<file path="src/rtl/systolic_pkg.sv">
// Shared definitions for the systolic array sequencer: default geometry,
// FSM state encoding and derived index widths.
package systolic_pkg;

    localparam int ARRAY_N   = 4;
    localparam int K_W       = 16;
    localparam int BUF_AW    = 12;
    localparam int ROW_IDX_W = $clog2(ARRAY_N);

    typedef logic [2:0] state_t;

    localparam state_t IDLE    = 3'd0;
    localparam state_t CLEAR   = 3'd1;
    localparam state_t COMPUTE = 3'd2;
    localparam state_t DRAIN   = 3'd3;
    localparam state_t DONE    = 3'd4;

endpackage

</file>
<file path="src/rtl/systolic_skew_gen.sv">
// Combinational skew window: lane i is live while operand beats 0..K-1 pass it,
// i.e. for step counts i+1..i+K (one extra cycle for the operand buffer read).
module systolic_skew_gen
    import systolic_pkg::*;
#(
    parameter int N  = ARRAY_N,
    parameter int KW = K_W
) (
    input  logic [KW:0]   t,
    input  logic [KW-1:0] k,
    output logic [N-1:0]  en
);

    // One guard bit above t so k+i cannot overflow the comparison.
    logic [KW+1:0] t_ext;
    logic [KW+1:0] k_ext;

    assign t_ext = {1'b0, t};
    assign k_ext = {2'b00, k};

    for (genvar gi = 0; gi < N; gi++) begin : g_lane
        localparam logic [KW+1:0] LO  = (KW+2)'(gi + 1);
        localparam logic [KW+1:0] OFS = (KW+2)'(gi);
        assign en[gi] = (t_ext >= LO) && (t_ext <= k_ext + OFS);
    end

endmodule

</file>
<file path="src/rtl/systolic_seq_ctrl.sv">
// Tile sequencer for the NxN systolic MAC array: clear, stream K beats with
// skewed enables, wait out fill/flush, then hand off N result rows.
module systolic_seq_ctrl
    import systolic_pkg::*;
#(
    parameter int N  = ARRAY_N,
    parameter int KW = K_W,
    parameter int AW = BUF_AW
) (
    input  logic                 clk,
    input  logic                 reset,
    input  logic                 start,
    input  logic [KW-1:0]        k_len,
    output logic                 busy,
    output logic                 done,
    output logic                 buf_rd_en,
    output logic [AW-1:0]        buf_addr,
    output logic [N-1:0]         row_en,
    output logic [N-1:0]         col_en,
    output logic                 pe_rst,
    output logic                 out_valid,
    input  logic                 out_ready,
    output logic [$clog2(N)-1:0] out_row
);

    localparam int              RW         = $clog2(N);
    localparam logic [KW:0]     FILL_FLUSH = (KW+1)'(2 * N - 2);
    localparam logic [RW-1:0]   LAST_ROW   = RW'(N - 1);

    state_t          state_reg, state_next;
    logic [KW:0]     t_reg, t_next;
    logic [KW-1:0]   k_reg, k_next;
    logic [RW-1:0]   row_reg, row_next;
    logic [KW:0]     t_last;

    logic [N-1:0]    window;
    logic [N-1:0]    en_next;
    logic            rd_next;
    logic [AW-1:0]   addr_next;

    logic            busy_reg, done_reg, rd_reg, pe_rst_reg, valid_reg;
    logic [AW-1:0]   addr_reg;
    logic [N-1:0]    en_reg;

    // Last COMPUTE step: K beats plus the array fill/flush skew.
    assign t_last = {1'b0, k_reg} + FILL_FLUSH;

    always_comb begin
        state_next = state_reg;
        t_next     = t_reg;
        k_next     = k_reg;
        row_next   = row_reg;
        case (state_reg)
            IDLE: begin
                if (start) begin
                    state_next = CLEAR;
                    k_next     = k_len;
                end
            end
            CLEAR: begin
                t_next     = '0;
                row_next   = '0;
                state_next = (k_reg == '0) ? DRAIN : COMPUTE;
            end
            COMPUTE: begin
                if (t_reg == t_last) begin
                    state_next = DRAIN;
                end else begin
                    t_next = t_reg + 1'b1;
                end
            end
            DRAIN: begin
                // out_valid is always high here, so a ready is a transfer.
                if (out_ready) begin
                    if (row_reg == LAST_ROW) begin
                        state_next = DONE;
                        row_next   = '0;
                    end else begin
                        row_next = row_reg + 1'b1;
                    end
                end
            end
            DONE: begin
                state_next = IDLE;
            end
            default: begin
                state_next = IDLE;
            end
        endcase
    end

    systolic_skew_gen #(
        .N  (N),
        .KW (KW)
    ) u_skew (
        .t  (t_next),
        .k  (k_next),
        .en (window)
    );

    // Outputs are decoded from the next state so they line up with the state register.
    always_comb begin
        rd_next = (state_next == COMPUTE) && (t_next < {1'b0, k_next});
        en_next = (state_next == COMPUTE) ? window : '0;
        if (rd_next) begin
            addr_next = t_next[AW-1:0];
        end else if (state_next == CLEAR) begin
            addr_next = '0;
        end else begin
            addr_next = addr_reg;
        end
    end

    always_ff @(posedge clk or negedge reset) begin
        if (!reset) begin
            state_reg  <= IDLE;
            t_reg      <= '0;
            k_reg      <= '0;
            row_reg    <= '0;
            busy_reg   <= 1'b0;
            done_reg   <= 1'b0;
            rd_reg     <= 1'b0;
            addr_reg   <= '0;
            en_reg     <= '0;
            pe_rst_reg <= 1'b0;
            valid_reg  <= 1'b0;
        end else begin
            state_reg  <= state_next;
            t_reg      <= t_next;
            k_reg      <= k_next;
            row_reg    <= row_next;
            busy_reg   <= (state_next != IDLE);
            done_reg   <= (state_next == DONE);
            rd_reg     <= rd_next;
            addr_reg   <= addr_next;
            en_reg     <= en_next;
            pe_rst_reg <= (state_next == CLEAR);
            valid_reg  <= (state_next == DRAIN);
        end
    end

    assign busy      = busy_reg;
    assign done      = done_reg;
    assign buf_rd_en = rd_reg;
    assign buf_addr  = addr_reg;
    assign row_en    = en_reg;
    assign col_en    = en_reg;
    assign pe_rst    = pe_rst_reg;
    assign out_valid = valid_reg;
    assign out_row   = row_reg;

endmodule
</file>
<file path="config.mk">
export PLATFORM = sky130hd
export DESIGN_NAME = systolic_seq_ctrl
export DESIGN_NICKNAME = d
export VERILOG_FILES = /design/src/rtl/systolic_pkg.sv /design/src/rtl/systolic_skew_gen.sv /design/src/rtl/systolic_seq_ctrl.sv
export SDC_FILE = /design/constraint.sdc
export NUM_CORES = 1
export LEC_CHECK = 0
export BUFFER_PORTS_ARGS = -buffer_cell sky130_fd_sc_hd__buf_4
export CORE_MARGIN = 4
export CORE_UTILIZATION = 30
export DETAILED_ROUTE_END_ITERATION = 10
export HOLD_SLACK_MARGIN = 0.08
export PLACE_DENSITY = 0.55
export REMOVE_ABC_BUFFERS = 1
export SLEW_MARGIN = 20
export SYNTH_ARGS = -nofsm -noshare
export SYNTH_HDL_FRONTEND = slang
export SYNTH_SLANG_ARGS = --single-unit
</file>
<file path="constraint.sdc">
create_clock -name clk -period 5.4 [get_ports clk]
set_input_delay 0.27 -clock clk [delete_from_list [all_inputs] [get_ports clk]]
set_output_delay 0.27 -clock clk [all_outputs]
set_load 0.05 [all_outputs]
</file>
### After elaboration in Yosys (flattened, before gate mapping)

Cells that the tools add are included.

* input port bits: 20
* output and inout port bits: 27
* register bits after elaboration: 59

* add/subtract/negate cells: 6
* multiplexer cells: 16
* equal/unequal tests: 10
* reduce and logical (&&, ||, !) cells: 11
* $lt $le $gt $ge: 9

Operator list (count)
* $le A17 B18 Y1: 3
* $add A16 B2 Y17 const B: 2
* $ge A17 B2 Y1 const B: 2
* $pmux W17 S2: 1
* $mux W16: 2
* $mux W12: 2
* $add A16 B1 Y17 const B: 1
* $add A16 B3 Y17 const B: 1
* $add A17 B1 Y17 const B: 1
* $eq A17 B17 Y1: 1
* $ge A17 B1 Y1 const B: 1
* $ge A17 B3 Y1 const B: 1
* $le A17 B16 Y1: 1
* $lt A17 B16 Y1: 1
* $mux W17: 1
* $logic_not A16 Y1: 1
* $eq A3 B2 Y1 const B: 4
* $mux W3: 4
* $pmux W3 S4: 1
* $eq A3 B1 Y1 const B: 2
* $logic_and A1 B1 Y1: 5
* $mux W2: 2
* $mux W4: 1
* $pmux W2 S2: 1
* other kinds (9): 10

### Logic depth before layout (Yosys ltp)

* depth after elaboration: 7
* gate-level depth with buffers: 24
* depth with buffers taken out: 22

### Modules after synthesis

A second synthesis with hierarchy kept.

* cells, all modules: 688
* area total of the unflattened synthesis: 5978.2 µm²

By module, submodules not included
* systolic_seq_ctrl: cells each 387, sequential area each 1476.4 µm², instances 1, area an instance 3754.9 µm²
* systolic_skew_gen: cells each 301, sequential area each 0.0 µm², instances 1, area an instance 2223.4 µm²

### Worst setup path after synthesis

Ideal clock, no wire load.

* path kind: register -> register
* start: reg k_reg[1]
* end: reg addr_reg[9] (netlist: buf_addr[9])
* cell stages (with the launch flop): 25
* data arrival time: 4871 ps
* path slack: 404 ps
* library setup time: 125 ps
* buffers on the path: 2
* required time: 5275 ps
* cells stage by stage: dfrtp_1 inv_1 ha_1 nand4b_1 or4_1 a32oi_1 a21oi_1 nor4_4 buf_4 nor2_1 nand2_1 a21boi_0 inv_1 ha_1 nor2b_1 o21a_1 o21ai_0 nand2b_1 a21oi_1 nor2_1 o31ai_1 a32oi_1 nor2_2 buf_4 mux2_2

* word-level cells in the longest chain between the ends: 7
* elaborated cells between the ends (all ways): 16

Ends and longest elaborated chain
* start, declared: line systolic_seq_ctrl.sv:32 `logic [KW-1:0] k_reg, k_next;`
* start signal, assigned: line systolic_seq_ctrl.sv:130 `k_reg <= k_next;`
* $add A16 B3 Y17 *: line systolic_seq_ctrl.sv:46 `assign t_last = {1'b0, k_reg} + FILL_FLUSH;`
* $eq A17 B17 Y1 *: line systolic_seq_ctrl.sv:66 `if (t_reg == t_last) begin`
* $mux W17 *: line systolic_seq_ctrl.sv:66
* $pmux W17 S2 *: line systolic_seq_ctrl.sv:53 `case (state_reg)`
* named net t_next[1]: line systolic_seq_ctrl.sv:31 `logic [KW:0] t_reg, t_next;`
* $lt A17 B16 Y1 *: line systolic_seq_ctrl.sv:103 `rd_next = (state_next == COMPUTE) && (t_next < {1'b0, k_next});`
* $logic_and A1 B1 Y1 *: line systolic_seq_ctrl.sv:103
* named net rd_next: line systolic_seq_ctrl.sv:38 `logic rd_next;`
* $mux W12 or $reduce_bool A2 Y1 (tied branches)
* end signal, assigned: line systolic_seq_ctrl.sv:135 `addr_reg <= addr_next;`
* end, declared: line systolic_seq_ctrl.sv:42 `logic [AW-1:0] addr_reg;`

The timed path passes the listed nets; every way through them passes the cells marked *.
A chain may end at the register's enable or synchronous reset.

### Final worst setup path

* start: reg k_reg[1]
* end: reg addr_reg[2] (netlist: buf_addr[2])

* word-level cells in the longest chain between the ends: 7
* elaborated cells between the ends (all ways): 16

Ends and longest elaborated chain (line)
* $add A16 B3 Y17 *: systolic_seq_ctrl.sv:46
* $eq A17 B17 Y1 *: systolic_seq_ctrl.sv:66
* $mux W17 *: systolic_seq_ctrl.sv:66
* $pmux W17 S2 *: systolic_seq_ctrl.sv:53
* named net t_next[1]: systolic_seq_ctrl.sv:31
* $lt A17 B16 Y1 *: systolic_seq_ctrl.sv:103
* $logic_and A1 B1 Y1 *: systolic_seq_ctrl.sv:103
* $mux W12 or $reduce_bool A2 Y1 (tied branches)

Marks and branches as above.

==> results.cfg <==
[power_and_ir_drop]
leakage_uw = 0.00309
p_comb_frac = 0.670
seq_power_share = 0.197
p_int_uw = 2000
ir_drop_mv = 0.194
switching_share = 0.511
p_total_uw = 4100
power_frac_clock = 0.133
power_density_nw_per_um2 = 612
power_switching_uw = 2100

[critical_path]
path_max_fanout = 11
cp.required_ns = 5.62
cp-endpoint = buf_addr[2]$_DFFE_PN0P_
rrSetupSlack_ns = 0.33
crit_chain = inv_1, ha_1, nand4b_1, or4_1, a32oi_1, a21oi_1, nor4_4, nor2_1, nand2_1, a21boi_1, inv_1, ha_1, nor2b_1, o21a_1, o21ai_0, nand2b_1, a21oi_1, nor2_1, o31ai_1, a32oi_1, nor2_2, buf_6, mux2_2
endpoint_kind = register
crit_type = register to register
r2r_start = k_reg[1]$_DFF_PN0_
cpMaxStageDelayCell = or4_1
reg2reg_depth = 23
critPathLaunch = k_reg[1]$_DFF_PN0_
startpoint_type = register
arrival_ns = 5.29
reg2reg_to = buf_addr[2]$_DFFE_PN0P_
slowest_delay_ns = 0.45

[timing]
report.final.hold_viol_count = 0
setup_violations = 0
fin_tns_setup_ns = 0
tightest_slew_ns = 0.992
slew_violations = 0
fin_crit_ns = 5.07
fin_skew_ns = 0.00567
slew_headroom = 0.333
rsz0062_at_grt = no
timing.final.crit_share = 0.939
max_freq_ghz = 0.197

[drt]
wl_per_cell_um = 18.3
drt-total-wl_um = 17600
drt_first_iter_violations = 405
dr.pass1.iters = 5
via_per_inst = 5.31
vias = 5111
ant_nets = 0
drc_errors = 0

[logic_synthesis]
async_reset_ff_frac = 1.00
yosys_warnings = 0
syn_avg_cell_area_sq_um = 8.52
ys_ff_latch = 59
ys_types = 61
ys_seq_area_frac = 0.263
synth_edf_count = 0
syn_inst = 660
synthFlopType = dfrtp_1
synth_area_sq_um = 5620

[die]
rows = 49
dieHeight_um = 145
die_w_um = 145
dieArea_sq_um = 21000
core_sq_um = 18200
io_pins = 47
start_util = 0.309

[finish]
drive_above_1_share = 0.162
regArea_sq_um = 1480
largest_register_ffs = 17
final_area_sq_um = 6700
diodes = 0
area_growth_pct = 19.0
multi_input_area_sq_um = 3840
fillCellCount = 1904
nets = 817
fin_cells = 962
finish.utilization = 0.368

[global_route]
gr-total-overflow = 0
grt_pass1_wl_um = 28300
grt_pass1_vias = 5123
antenna_found_initial = 0
grtUsageTotal = 0.168
grt_max_degree = 60

[job]
maxCapViolations = 0

[cts]
path_clk_slew_ns = 0.06
cts_tree = yes
clock_sinks = 59
max-clock-path-buffers = 2
worstSkewPairLatency_ns = 0.33
cts-root-buf = clkbuf_16
h-tree-depth = 3
cts-buffers-inserted = 9

[placement]
portBuffers = 46
gp_congestion = 0.894
dpl.cell_count = 945
dpl.hpwl_um = 14100
placed_cell_area_sq_um = 6390

[status]
outcome = finished clean

[worst_hold_path]
min_from = out_ready
hold_class = primary input to register
[cells in the mapped netlist, drive strengths merged, types with 6 or more instances]
cell type,count,area [sq um]
nor3,24,120
nand4,17,106
mux2,11,124
o31ai,8,60.1
a31oi,6,37.5
o21ai,20,100
nand2,52,195
dfrtp,59,1480
clkbuf,12,45.0
a21o,16,120
a21oi,28,140
mux2i,19,190
ha,69,863
nor2b,22,138
nand3,25,125
buf,16,104
nor2,49,186
or3,6,37.5
inv,40,150
nor4,18,143
xor2,9,78.8
a211oi,6,45.0
xnor2,56,490
[through the flow]
| stage | worst slack [ns] | hold WS (ns) |
|---|---|---|
| 2_1_floorplan | 0.0187 | -0.0256 |
| 3_3_place_gp | 0.329 | 0.402 |
| 3_5_place_dp | 0.182 | 0.411 |
| 4_1_cts | 0.164 | 0.262 |
| 5_1_grt | 0.0140 | 0.277 |
| 6_report | 0.329 | 0.272 |
[cell type report]
cell class                      instances  area share
Clock buffer                           10      0.0342
Multi-Input combinational cell        530       0.574
Sequential cell                        59       0.221
Clock inverter                          6     0.00748
Timing Repair Buffer                   85      0.0962
Inverter                               43      0.0243
Tap cell                              229      0.0428
[critical path: cells and delay by family, from the launching register on]
family | cells | cell delay [ns]
adders and majority gates | 2 | 0.61
and+or+nand+nor | 9 | 1.71
muxes | 1 | 0.34
AOI/OAI and AO/OA | 8 | 1.46
DFF | 1 | 0.41
buffers and inverters | 3 | 0.44
[layer usage]
metal  part of all wire  GRT usage  wire length [um]  up-vias
met5                  0          0                 0        -
met4              0.021     0.0508               378        0
met3              0.037     0.0215               650       22
met2               0.48      0.286              8510      129
met1               0.46      0.223              8080     2452
li1                   -          -                 -     2508
[how the worst min path moves through the flow]
| stage | to | slack [ns] | cells past startpoint |
|---|---|---|---|
| detailed placement | buf_addr[7]$_DFFE_PN0P_ | 0.41 | 1 |
| CTS | done$_DFF_PN0_ | 0.26 | 3 |
| floorplan | buf_addr[0]$_DFFE_PN0P_ | -0.03 | 0 |
| finish | done$_DFF_PN0_ | 0.27 | 3 |
| global placement | buf_addr[7]$_DFFE_PN0P_ | 0.40 | 1 |
| global route | done$_DFF_PN0_ | 0.28 | 3 |
[placed cells by master, fill, tap and decap left out, drive strengths merged, types with 3 or more instances in the layout]
cell type  instances
nand4b             3
a221oi             4
ha                69
o211ai             5
or3                6
nand2b             3
buf               84
a21o              16
o31ai              8
nor3              24
xnor2             56
dfrtp             59
clkbuf            10
nand3b             3
nor2              49
and2               4
or4                3
nor4              18
nand3             25
nor2b             22
clkinv             6
and3               5
a21oi             28
o21a               5
mux2              11
o21ai             20
a22oi              4
inv               41
xor2               9
nand4             17
a211oi             6
nand2             52
mux2i             19
or2                5
a31oi              6
[power by group through the flow]
stage | combinational (uW) | clock (uW) | sequential, uW
finish | 2750 | 545 | 807
CTS | 2730 | 555 | 802
global route | 3030 | 579 | 829
detailed placement | 2720 | 0 | 808
global placement | 2710 | 0 | 810
floorplan | 1620 | 0 | 997
[repair_timing]
action,4_1_cts,5_1_grt
gates resized for setup,0,7
hold endpoints to repair,59,0
buffers inserted,0,0
hold buffers,1,0
setup endpoints to repair,0,10
[cell families after synthesis]
kind of cell	Yosys count	synth area share
XOR/XNOR	65	0.101
adder cells (fa/ha/maj)	69	0.154
buffers and inverters	71	0.0552
AND/OR/NAND/NOR	246	0.229
AO/OA/AOI/OAI	120	0.142
flip-flops	59	0.263
multiplexers	30	0.0558
Power figures use the tool's default switching activity.
